--- src/rtl/icp_run_ctrl.sv ---
// icp_run_ctrl: holds the icp core in reset, loads a program into shared RAM, runs it under a cycle timeout, reads back the result
// Ports:
//   i_clk, i_rst_n                        clock, async active-low reset
//   i_start, i_prog_len                   launch a load+run (IDLE/DONE only), program length in words
//   i_ld_valid, i_ld_data, o_ld_ready     program word stream
//   o_core_rst, i_core_*, o_core_data_in  core control and its RAM request port
//   o_mem_*, i_mem_data                   the single shared RAM port (1-cycle read latency)
//   o_busy, o_done, o_timeout, o_result, o_cycles  run status and result
module icp_run_ctrl #(
  parameter int          LEN_W       = 10,
  parameter int          CYC_W       = 16,
  parameter int          TIMEOUT     = 1024,
  parameter logic [31:0] RESULT_ADDR = 32'd0
) (
  input  logic             i_clk,
  input  logic             i_rst_n,
  input  logic             i_start,
  input  logic [LEN_W-1:0] i_prog_len,
  input  logic             i_ld_valid,
  input  logic [31:0]      i_ld_data,
  output logic             o_ld_ready,
  output logic             o_core_rst,
  input  logic             i_core_read_en,
  input  logic [31:0]      i_core_read_addr,
  output logic [31:0]      o_core_data_in,
  input  logic             i_core_write_en,
  input  logic [31:0]      i_core_write_addr,
  input  logic [31:0]      i_core_data_out,
  input  logic             i_core_halted,
  output logic             o_mem_read_en,
  output logic [31:0]      o_mem_read_addr,
  input  logic [31:0]      i_mem_data,
  output logic             o_mem_write_en,
  output logic [31:0]      o_mem_write_addr,
  output logic [31:0]      o_mem_data,
  output logic             o_busy,
  output logic             o_done,
  output logic             o_timeout,
  output logic [31:0]      o_result,
  output logic [CYC_W-1:0] o_cycles
);
  typedef enum logic [2:0] {S_IDLE, S_LOAD, S_RUN, S_RB_REQ, S_RB_WAIT, S_DONE} state_t;
  localparam logic [CYC_W-1:0] TO_LAST = CYC_W'(TIMEOUT - 1);
  localparam logic [CYC_W-1:0] TO_VAL  = CYC_W'(TIMEOUT);
  state_t             state_q, state_d;
  logic [LEN_W-1:0]   len_q, len_d, idx_q, idx_d;
  logic               timeout_q, timeout_d;
  logic [31:0]        result_q, result_d;
  logic [CYC_W-1:0]   cycles_q, cycles_d;
  logic               run, ld_fire, start_ok;
  logic [31:0]        ld_addr;
  assign run      = state_q == S_RUN;
  assign ld_fire  = state_q == S_LOAD && i_ld_valid;
  assign start_ok = i_start && (state_q == S_IDLE || state_q == S_DONE);
  assign ld_addr  = {{(30-LEN_W){1'b0}}, idx_q, 2'b00};
  // The core owns the RAM port only while running; otherwise its requests are dropped.
  assign o_mem_write_en   = run ? i_core_write_en   : ld_fire;
  assign o_mem_write_addr = run ? i_core_write_addr : ld_addr;
  assign o_mem_data       = run ? i_core_data_out   : i_ld_data;
  assign o_mem_read_en    = run ? i_core_read_en    : state_q == S_RB_REQ;
  assign o_mem_read_addr  = run ? i_core_read_addr  : RESULT_ADDR;
  assign o_core_data_in   = i_mem_data;
  assign o_core_rst       = !run;
  assign o_ld_ready       = state_q == S_LOAD;
  assign o_busy           = state_q == S_LOAD || run || state_q == S_RB_REQ || state_q == S_RB_WAIT;
  assign o_done           = state_q == S_DONE;
  assign o_timeout        = timeout_q;
  assign o_result         = result_q;
  assign o_cycles         = cycles_q;
  always_comb begin
    state_d   = state_q;
    len_d     = len_q;
    idx_d     = idx_q;
    timeout_d = timeout_q;
    result_d  = result_q;
    cycles_d  = cycles_q;
    case (state_q)
      S_IDLE, S_DONE: if (start_ok) begin
        len_d     = i_prog_len;
        idx_d     = '0;
        timeout_d = 1'b0;
        result_d  = '0;
        cycles_d  = '0;
        state_d   = i_prog_len == '0 ? S_RUN : S_LOAD;
      end
      S_LOAD: if (ld_fire) begin
        idx_d   = idx_q + LEN_W'(1);
        state_d = idx_q == len_q - LEN_W'(1) ? S_RUN : S_LOAD;
      end
      // Halt is checked first so a halt on the last allowed cycle still reads back.
      S_RUN: if (i_core_halted) state_d = S_RB_REQ;
        else if (cycles_q == TO_LAST) begin
          cycles_d  = TO_VAL;
          timeout_d = 1'b1;
          state_d   = S_DONE;
        end else cycles_d = cycles_q + CYC_W'(1);
      S_RB_REQ: state_d = S_RB_WAIT;
      S_RB_WAIT: begin
        result_d = i_mem_data;
        state_d  = S_DONE;
      end
      default: state_d = S_IDLE;
    endcase
  end
  always_ff @(posedge i_clk or negedge i_rst_n)
    if (!i_rst_n) begin
      state_q   <= S_IDLE;
      len_q     <= '0;
      idx_q     <= '0;
      timeout_q <= 1'b0;
      result_q  <= '0;
      cycles_q  <= '0;
    end else begin
      state_q   <= state_d;
      len_q     <= len_d;
      idx_q     <= idx_d;
      timeout_q <= timeout_d;
      result_q  <= result_d;
      cycles_q  <= cycles_d;
    end
endmodule
--- config.mk ---
export PLATFORM = sky130hd
export DESIGN_NAME = icp_run_ctrl
export DESIGN_NICKNAME = d
export VERILOG_FILES = /design/src/rtl/icp_run_ctrl.sv
export SDC_FILE = /design/constraint.sdc
export NUM_CORES = 1
export LEC_CHECK = 0
export CELL_PAD_IN_SITES_DETAIL_PLACEMENT = 0
export CELL_PAD_IN_SITES_GLOBAL_PLACEMENT = 2
export CORE_ASPECT_RATIO = 1.1
export CORE_UTILIZATION = 18
export DETAILED_ROUTE_END_ITERATION = 10
export GPL_TIMING_DRIVEN = 0
export PLACE_DENSITY_LB_ADDON = 0.1
export SKIP_CTS_REPAIR_TIMING = 1
export SYNTH_ARGS = -nofsm -noshare
export SYNTH_HDL_FRONTEND = slang
export SYNTH_SLANG_ARGS = --single-unit
--- constraint.sdc ---
create_clock -name i_clk -period 3.8 [get_ports i_clk]
set_input_delay 0.76 -clock i_clk [delete_from_list [all_inputs] [get_ports i_clk]]
set_output_delay 0.76 -clock i_clk [all_outputs]
set_load 0.01 [all_outputs]
==> flow_summary.json <==
{
  "status": "finished, final reports clean",
  "drc": 0,
  "drtIter0Drc": 292,
  "reg2reg_to": "o_cycles[9]$_DFFE_PN0P_",
  "r2r_cells": 6,
  "pre_cts_ws_ns": 0.167,
  "area_growth_pct": 92.6,
  "clock_latency_ns": 0.34,
  "syn_nets": 831,
  "cts_buffers": 9,
  "start_util_pct": 18.3,
  "drt-pass1-iter-count": 5,
  "clkTransAtPathRegs_ns": 0.06,
  "crit_type": "flip-flop to primary output",
  "min_period_over_period_pct": 93.3,
  "num_rows": 62,
  "cts_root_buf": "clkbuf_16",
  "hp-class": "input pin to asynchronous set/reset pin",
  "layout_commonest_cell": "clkdlybuf4s50_1",
  "tightest_slew_ns": 0.756,
  "synth_seq_cells": 72,
  "instances_no_fill": 1379,
  "place_inst": 1363,
  "fin_area_sq_um": 9180,
  "ys.flop_type": "dfrtp_1",
  "vias_per_cell": 4.15,
  "post_dp_cell_area_sq_um": 8820,
  "drv_cap": 0,
  "grt_pass1_vias": 5714,
  "synth_area_leaders": "dfrtp_1, nand2_1, and3_1",
  "gr-total-overflow": 0,
  "dp_hpwl_um": 16500,
  "rsz0062_at_grt": "no",
  "port_buffers": 359,
  "coreArea_sq_um": 26100,
  "worstPathArrival_ns": 2.79,
  "max-clock-path-buffers": 2,
  "totalWireLength_um": 21100,
  "reg2reg_setup_slack_ns": 1.35,
  "end_kind": "primary output",
  "power_per_cell_area_nw_per_um2": 330,
  "wl_per_cell_um": 15.3,
  "syn_area_sq_um": 4770,
  "h-tree-depth": 3,
  "synth.avg_cell_area_sq_um": 7.32,
  "final_cell_mix": "clkdlybuf4s50_1, nand2_1, dfrtp_1, and3_1, nand3_1",
  "r2r-start": "o_cycles[13]$_DFFE_PN0P_",
  "n_antenna_cell": 0,
  "ys_warn_count": 0,
  "synthesis.instances": 651,
  "grt_start_max_net_pins": 49,
  "synth.distinct_cells": 49,
  "holdWs_ns": 0.340,
  "dieArea_sq_um": 27100,
  "grt_use_total_pct": 15.2,
  "fin_nets": 1202,
  "vias": 5717,
  "vdd_drop_max_mv": 0.200,
  "seq_area_frac_synth_pct": 37.8,
  "fmax_mhz": 282,
  "yosys.area.top_type": "dfrtp_1",
  "relSlewSlack_pct": 49.5,
  "slew_viol_final": 0,
  "fin_setup_tns_ns": 0,
  "finalSetupViolCount": 0,
  "setup.worst_path.start_class": "flip-flop",
  "leakagePower_nw": 4.19,
  "synth_edf_count": 0,
  "min_period_ns": 3.55,
  "gp_congestion": 0.744,
  "finClkSkew_ns": 0.00723,
  "die_w_um": 157,
  "cts_tree": "done",
  "ant_nets": 0,
  "die_height_um": 173,
  "grt_pass1_wl_um": 32200,
  "cp_data_required_time_ns": 3.04,
  "layout-drive-gt1-share_pct": 6.33,
  "path_max_fanout": 10,
  "async_reset_ff_share_pct": 100,
  "hold_viol_final": 0,
  "synth_top_area_share_pct": 37.8,
  "numClockSinks": 72,
  "io_pins": 360,
  "antenna_found_initial": 0,
  "layout_setup_ws_ns": 0.254
}
==> per-stage QoR <==
stage / utilization (%) / power [mW]
2_1_floorplan: - / 1.48
3_3_place_gp: 33.8 / 2.04
3_5_place_dp: 33.9 / 2.04
4_1_cts: 35.2 / 3.07
5_1_grt: 35.2 / 3.22
6_report: 35.2 / 3.03
==> per-layer routing <==
layer / vias up / routed length (um) / GRT usage (%) / part of all wire (%)
met5: - / 0 / 0 / 0
met4: 0 / 363 / 4.77 / 1.7
met3: 20 / 2040 / 4.81 / 9.7
met2: 242 / 9380 / 24.7 / 44
met1: 2586 / 9340 / 19.1 / 44
li1: 2869 / - / - / -
==> cell type report <==
class / count / area [sq um]
sequential: 72 / 1800
inverter: 6 / 22.5
multi-input combinational: 497 / 2540
fill: 2812 / 16900
buffer: 76 / 413
tap: 352 / 440
clock buffer: 11 / 243
timing repair buffer: 360 / 3620
clock inverter: 5 / 104
==> synthesized netlist by cell type, drive strengths merged (5+ instances only) <==
cell type,number
a21oi,11
and2,5
and3,56
buf,47
clkbuf,29
dfrtp,72
inv,6
nand2,239
nand3,47
nand4,7
nor2,31
nor3,6
o21ai,18
xnor2,8
xor2,15
==> state kept, by name, summed over array words and instances, names as in the netlist <==
name and cells:
idx_q 10, len_q 10, o_cycles 16, o_result 32, o_timeout 1, state_q 3
==> kinds of logic (layout without fill, tap and decap cells) <==
logic type                 Yosys count  in the layout  share of synthesized area (%)
AOI/OAI and AO/OA                   48             48                           7.11
xor gates and xnor gates            23             23                           4.23
adders and majority gates            3              3                          0.788
buffers and inverters               82            458                           9.06
DFF                                 72             72                           37.8
muxes                                4              4                          0.893
and+or+nand+nor                    419            419                           40.1
==> worst max path at each step <==
stage | startpoint | to | cells after the start
global placement | i_rst_n | idx_q[2]$_DFFE_PN0P_ | 1
global route | state_q[2]$_DFFE_PN0P_ | o_mem_data[7] | 8
detailed placement | state_q[2]$_DFFE_PN0P_ | o_mem_write_addr[9] | 8
finish | state_q[2]$_DFFE_PN0P_ | o_mem_data[16] | 8
floorplan | state_q[2]$_DFFE_PN0P_ | o_mem_data[0] | 7
CTS | state_q[2]$_DFFE_PN0P_ | o_mem_write_addr[9] | 8
==> power breakdown <==
group | internal (mW) | switching, mW | leakage [nW] | total, mW
logic | 0.560 | 0.499 | 3.04 | 1.06
clock network | 0.660 | 0.353 | 0.170 | 1.01
registers | 0.862 | 0.0923 | 0.980 | 0.954
total | 2.08 | 0.944 | 4.19 | 3.03
==> worst max-delay path, stage by stage, from the launching register on <==
cell and delay, ns:
dfrtp_1 0.43, nor2_1 0.15, clkbuf_2 0.27, and2_1 0.22, clkbuf_2 0.26, buf_1 0.41, nand2_1 0.10, nand2_1 0.07
clkdlybuf4s50_1 0.54
Note: power is estimated with default switching activity, not from simulation.
